[src/rtl/grng_pkg.sv]
// grng_pkg: shared Q-format constants, default widths and the stage payload layout.
package grng_pkg;
   localparam int COORD_FRAC = 14;
   localparam int RATIO_FRAC = 28;
   localparam int RAND_FRAC = 28;
   localparam int DEF_LOG2N = 8;
   localparam int DEF_COORD_W = 18;
   localparam int DEF_RATIO_W = 32;
   localparam int DEF_RAND_W = 32;
   // Field order matches the packed payload vector carried by each pipeline stage.
   typedef struct packed {
      logic signed [2*DEF_COORD_W-1:0] mult;
      logic cmp;
      logic [DEF_LOG2N-1:0] rect_idx;
      logic signed [DEF_RAND_W-1:0] rand1;
      logic signed [DEF_RAND_W-1:0] rand2;
   } stage_payload_t;
endpackage

[src/rtl/stage3_pipe_reg.sv]
// stage3_pipe_reg: one stall-able pipeline register holding a valid bit and its payload.
module stage3_pipe_reg #(
   parameter int W = 1
) (
   input  logic         clk,
   input  logic         rst,
   input  logic         en,
   input  logic         clr,
   input  logic         d_valid,
   input  logic [W-1:0] d,
   output logic         q_valid,
   output logic [W-1:0] q
);
   always_ff @(posedge clk or posedge rst)
      if (rst) begin
         q_valid <= 1'b0;
         q <= '0;
      end else begin
         if (clr) q_valid <= 1'b0;
         else if (en) q_valid <= d_valid;
         if (en) q <= d;
      end
endmodule

[src/rtl/stage3_pipe.sv]
// stage3_pipe: LAT-deep elastic pipeline computing a signed product and an unsigned compare with aligned sidebands.
module stage3_pipe
   import grng_pkg::*;
#(
   parameter int LOG2N = DEF_LOG2N,
   parameter int COORD_W = DEF_COORD_W,
   parameter int RATIO_W = DEF_RATIO_W,
   parameter int RAND_W = DEF_RAND_W,
   parameter int LAT = 2
) (
   input  logic                      clk,
   input  logic                      rst,
   input  logic                      flush,
   input  logic                      valid_in,
   output logic                      ready_out,
   input  logic signed [COORD_W-1:0] rmost_coord,
   input  logic signed [COORD_W-1:0] trunc_value,
   input  logic [RATIO_W-1:0]        abs_value,
   input  logic [RATIO_W-1:0]        wedge_bound_ratio,
   input  logic [LOG2N-1:0]          rect_idx_in,
   input  logic signed [RAND_W-1:0]  rand1_in,
   input  logic signed [RAND_W-1:0]  rand2_in,
   output logic                      valid_out,
   input  logic                      ready_in,
   output logic signed [2*COORD_W-1:0] mult_value,
   output logic                      cmp_value,
   output logic [LOG2N-1:0]          rect_idx_out,
   output logic signed [RAND_W-1:0]  rand1_out,
   output logic signed [RAND_W-1:0]  rand2_out,
   output logic [31:0]               hit_count
);
   localparam int PW = 2*COORD_W + 1 + LOG2N + 2*RAND_W;
   logic advance;
   logic signed [2*COORD_W-1:0] prod;
   logic [PW-1:0] din;
   logic vq [LAT];
   logic [PW-1:0] dq [LAT];
   assign advance = !valid_out || ready_in;
   assign ready_out = advance && !flush;
   // Operands are sign-extended first so the truncated product is the exact full-width result.
   assign prod = (2*COORD_W)'(rmost_coord) * (2*COORD_W)'(trunc_value);
   assign din = {prod, abs_value < wedge_bound_ratio, rect_idx_in, rand1_in, rand2_in};
   for (genvar i = 0; i < LAT; i++) begin : g_stage
      stage3_pipe_reg #(.W(PW)) u_reg (
         .clk(clk),
         .rst(rst),
         .en(advance),
         .clr(flush),
         .d_valid(i == 0 ? valid_in : vq[i == 0 ? 0 : i-1]),
         .d(i == 0 ? din : dq[i == 0 ? 0 : i-1]),
         .q_valid(vq[i]),
         .q(dq[i])
      );
   end
   assign valid_out = vq[LAT-1];
   assign {mult_value, cmp_value, rect_idx_out, rand1_out, rand2_out} = dq[LAT-1];
   always_ff @(posedge clk or posedge rst)
      if (rst) hit_count <= '0;
      else if (valid_out && ready_in && cmp_value) hit_count <= hit_count + 32'd1;
endmodule

[config.mk]
export PLATFORM = sky130hd
export DESIGN_NAME = stage3_pipe
export DESIGN_NICKNAME = d
export VERILOG_FILES = /design/src/rtl/grng_pkg.sv /design/src/rtl/stage3_pipe_reg.sv /design/src/rtl/stage3_pipe.sv
export SDC_FILE = /design/constraint.sdc
export NUM_CORES = 2
export LEC_CHECK = 0
export BUFFER_PORTS_ARGS = -buffer_cell sky130_fd_sc_hd__buf_2
export CAP_MARGIN = 20
export CELL_PAD_IN_SITES_DETAIL_PLACEMENT = 0
export CELL_PAD_IN_SITES_GLOBAL_PLACEMENT = 1
export CORE_ASPECT_RATIO = 0.8
export CORE_MARGIN = 5
export CORE_UTILIZATION = 43
export DETAILED_ROUTE_END_ITERATION = 7
export PLACE_DENSITY_LB_ADDON = 0.15
export SLEW_MARGIN = 10
export SYNTH_ARGS = -nofsm -noshare
export SYNTH_HDL_FRONTEND = slang
export SYNTH_HIERARCHICAL = 1
export SYNTH_SLANG_ARGS = --single-unit
export TNS_END_PERCENT = 100
[constraint.sdc]
create_clock -name clk -period 3.2 [get_ports clk]
set_input_delay 0.32 -clock clk [delete_from_list [all_inputs] [get_ports clk]]
set_output_delay 0.32 -clock clk [all_outputs]
set_load 0.01 [all_outputs]
After elaboration in Yosys (flattened, before gate mapping)
Cells that the tools add are included.
- add/sub/neg operators: 1
- $mul: 1
- order comparisons: 1
- muxes and demuxes: 4
- reduce and logical (&&, ||, !) cells: 7
- operators with widths (kind ; number):
    $mul 18x18->36 ; 1
    $add 32x1->32 const B ; 1
    $lt 32x32->1 ; 1
    $mux 1 ; 4
    $logic_and 1x1->1 ; 3
    $logic_not 1->1 ; 2
    $reduce_bool 2->1 ; 1
    $logic_or 1x1->1 ; 1
- register bits: 252
- input port bits: 177
- output and inout port bits: 143
- word-level logic and storage cells: 19

Depth between registers and ports, before layout
- depth in word-level cells: 4
- gate-level depth with buffers: 25
- depth with buffers taken out: 23

By module
Netlist, hierarchy kept.
- modules (own cells, without submodules) (module ; instances ; cells each ; area an instance (µm²) ; seq. area each (µm²)):
    stage3_pipe ; 1 ; 1603 ; 14445.1 ; 800.8
    stage3_pipe_reg ; 2 ; 234 ; 4589.4 ; 2752.6

Worst setup path before layout
Ideal clock, no wire load.
- kind: input to register
- start: in trunc_value[3]
- end: reg g_stage[0].u_reg.q[108]
- setup time: 0.125 ns
- data arrival time: 6.215 ns
- required time: 3.075 ns
- setup slack: -3.140 ns
- stages on the path: 21
- path buffers: 2
- cell sequence: clkbuf_1 nand2_1 fa_1 inv_1 fa_1 inv_1 fa_1 fa_1 fa_1 fa_1 inv_1 ha_1 clkbuf_1 a21o_1 a21oi_1 nand3_1 a21oi_1 nor3_1 a211oi_2 xnor2_1 mux2_4
- longest elaborated chain between the ends: 1
- RTL lines (what ; RTL line ; source):
    from (decl) ; stage3_pipe.sv:17 ; input logic signed [COORD_W-1:0] trunc_value,
    $mul 18x18->36 ; stage3_pipe.sv:41 ; assign prod = (2*COORD_W)'(rmost_coord) * (2*COORD_W)'(trunc_value);
    via din[108] ; stage3_pipe.sv:35 ; logic [PW-1:0] din;
    to (signal assigned) ; stage3_pipe_reg.sv:17 ; q <= '0;
    to (signal assigned) ; stage3_pipe_reg.sv:21 ; if (en) q <= d;
    to (decl) ; stage3_pipe_reg.sv:12 ; output logic [W-1:0] q
The timed path passes the listed nets, and every way through them passes these cells.
A chain may end at the register's enable or synchronous reset.

Final worst setup path
- start: in rmost_coord[10]
- end: reg g_stage[0].u_reg.q[106]
- longest elaborated chain between the ends: 1
- RTL lines (what ; RTL line ; source):
    from (decl) ; stage3_pipe.sv:16 ; input logic signed [COORD_W-1:0] rmost_coord,
    $mul 18x18->36 ; stage3_pipe.sv:41 ;
    via din[106] ; stage3_pipe.sv:35 ;
The timed path passes the listed nets, and every way through them passes these cells.

==> reports/metrics.yaml <==
cts:
  numCtsBuffers: 26
  cts.path.max_buffers: 3
  clockRootBuffer: "clkbuf_16"
  cts_max_level: 1
  insertion_delay_ps: 540
  clk_pin_slew_ps: 60
  cts_tree: "yes"
  clock-sinks: 252
routing:
  drc: 0
  via_count: 15800
  ant_nets: 0
  drt-initial-drc-count: 548
  first_pass_iters: 5
  routedWlPerCell_um: 18.1
  viasPerCell: 4.74
  wl_mm: 60.4
floorplanning:
  rows: 76
  start_util: 0.437
  die_y_um: 220
  dieArea_um2: 59800
  io_pins: 320
  core_area_um2: 54100
  die_x_um: 272
logic_synthesis:
  syn_inst: 2071
  postSynth.asyncResetShare: 1.00
  yosysWarnings: 6
  synth_cell_types: 57
  synth_edf_count: 0
  synth_area_per_cell_um2: 11.4
  ys_seq_area_frac: 0.267
  netlist_area_um2: 23600
  synthesis.nets: 2702
  synth_seq_cells: 252
  synth_flop_cell: "dfrtp_1"
status:
  violations: "setup timing"
  status: "complete, but fails checks"
worst_hold_path:
  min_from: "rand1_in[16]"
  holdPathStages: 2
  min_path_type: "in -> reg"
  whs_endpoint: "g_stage[0].u_reg/q[48]$_DFFE_PP0P_"
place:
  routabilityCongestion: 0.882
  place_ws_ps: -2770
  dpl.hpwl_mm: 49.9
  port_buffers: 319
sta:
  worst_slew_pin_slew_ps: 691
  setup_viol_count_final: 31
  period_minus_slack_ps: 5230
  final_hold_viol_count: 0
  drv_slew: 0
  final.setup_skew_ps: 25.4
  relSlewSlack: 0.538
  max_freq_mhz: 191
  finalWorstSetupSlack_ps: -2030
  rsz0062_at_grt: "true"
  finalCritPeriodShare: 1.63
setup_path:
  r2r_slack_ps: 1070
  timing.rr.end: "hit_count[30]$_DFFE_PP0P_"
  worstPathCellList: "buf_12, and2_4, fa_1, inv_2, fa_1, fa_2, inv_2, fa_1, fa_1, fa_1, ha_4, a211o_4, o311ai_4, a31oi_2, buf_4, a41oi_2, a211oi_2, mux2_4"
  max_stage_delay_ps: 580
  worstSetupPathType: "in -> reg"
  cpMostUsedCell: "fa_1"
  critical_path_required_ps: 3630
  r2r_cells: 7
  critPathSlowestCell: "fa_2"
  r2r_start: "g_stage[1].u_reg/q_valid$_DFFE_PP0P_"
  startpoint_type: "input pin"
  crit_path_end_kind: "flop"
  critPathMaxFanout: 5
  cp.arrival_ps: 5660
global_routing:
  track_usage: 0.202
  grt_max_degree: 76
  grt_pass1_vias: 17100
  gr-total-overflow: 0
  grt_first_pass_wirelength_mm: 97.1
  antenna_found_initial: 1
layout:
  n_fill_cell: 4707
  antenna_cells: 0
  area_delta_synth_final_pct: 27.6
  drive_above_1_share: 0.403
  nNetsFinal: 3240
run:
  maxCapViolCount: 0
## kinds of logic after synthesis
kind of cell	Yosys count	share of synthesized area
XOR/XNOR	66	0.0245
AO/OA/AOI/OAI	116	0.0335
adder cells (fa/ha/maj)	454	0.345
flip-flops	252	0.267
buffers and inverters	505	0.0948
multiplexers	221	0.137
AND/OR/NAND/NOR	457	0.0983
## worst max-delay path by stage
stage	from	end	cells after the start
2_1_floorplan	trunc_value[3]	g_stage[0].u_reg/q[108]$_DFFE_PP0P_	21
3_3_place_gp	trunc_value[3]	g_stage[0].u_reg/q[107]$_DFFE_PP0P_	22
3_5_place_dp	trunc_value[12]	g_stage[0].u_reg/q[108]$_DFFE_PP0P_	20
4_1_cts	rmost_coord[7]	g_stage[0].u_reg/q[102]$_DFFE_PP0P_	20
5_1_grt	rmost_coord[10]	g_stage[0].u_reg/q[106]$_DFFE_PP0P_	18
6_report	rmost_coord[10]	g_stage[0].u_reg/q[106]$_DFFE_PP0P_	18
## layout by cell type (no fill, tap or decap), types with 15 or more instances in the layout
cell,n
a21o_1,22
and2_1,126
and2_4,36
buf_12,17
buf_2,287
buf_4,180
buf_6,53
clkbuf_16,27
dfrtp_1,252
dlygate4sd3_1,39
fa_1,290
fa_2,39
ha_1,91
ha_4,30
inv_1,379
inv_2,49
mux2_2,19
mux2_4,200
nand2_1,160
nand3_1,15
nand4_1,18
nor2_1,25
xnor2_1,48
## stage by stage
step	area (um^2)	TNS [ps]	std cells	utilization	hold WS, ps
floorplan	24500	-54170	2071	-	386
global placement	27600	-70040	3216	0.510	415
detailed placement	27600	-71360	3216	0.510	418
CTS	29700	-48050	3315	0.548	1.38
global route	30100	-52510	3328	0.557	5.03
finish	30100	-48450	3328	0.557	30.9
## routing by layer
layer | up-vias | wire [um] | track usage
met1 | 7929 | 30700 | 0.312
met3 | 54 | 3160 | 0.0318
met4 | 2 | 759 | 0.0336
met5 | - | 16 | 0
li1 | 7455 | - | -
met2 | 330 | 25700 | 0.307
## cell usage after synthesis (5+ instances only)
library cell,instances,area (um^2)
a211oi_1,5,37.5
a21o_1,22,165
a21oi_1,29,145
a31oi_1,5,31.3
and2_1,162,1010
and3_1,7,43.8
and4_1,7,61.3
buf_12,20,400
clkbuf_1,48,180
dfrtp_1,252,6310
fa_1,329,6590
ha_1,125,1560
inv_1,431,1620
mux2_2,19,214
mux2_4,200,3000
nand2_1,178,668
nand2b_1,13,81.3
nand3_1,20,100
nand4_1,18,113
nor2_1,33,124
nor2b_1,5,31.3
nor3_1,6,30.0
o21a_1,6,45.0
o21ai_0,23,115
xnor2_1,51,447
xor2_1,15,131
## cell type report
type | count | area (um^2) | share of cell area
Multi-Input combinational cell | 1314 | 16200 | 0.537
Sequential cell | 252 | 6310 | 0.209
Timing Repair Buffer | 584 | 4270 | 0.142
Inverter | 431 | 1630 | 0.0541
Tap cell | 702 | 878 | 0.0291
Clock buffer | 35 | 744 | 0.0247
Clock inverter | 10 | 118 | 0.00390
## critical path, delay by kind of cell
family / cells / cell delay, ps
and+or+nand+nor: 1 / 150
adders and majority gates: 7 / 3350
AOI/OAI and AO/OA: 5 / 1190
buffers and inverters: 4 / 370
muxes: 1 / 250
## repair_timing
item                       in CTS  in global routing
pin swaps                      74                 66
hold endpoints to repair      112                  1
gates cloned                    2                  1
setup endpoints to repair      31                 31
gates resized for setup       176                 99
setup buffers                  16                 14
hold buffers                   38                  1
## registers in the layout, summed over array words and instances (netlist names)
| register | count |
|---|---|
| g_stage.u_reg/q | 218 |
| g_stage.u_reg/q_valid | 2 |
| hit_count | 32 |
Power is not shown: default switching activity piles up to over one toggle a cycle in this logic, so the estimate is an artifact.
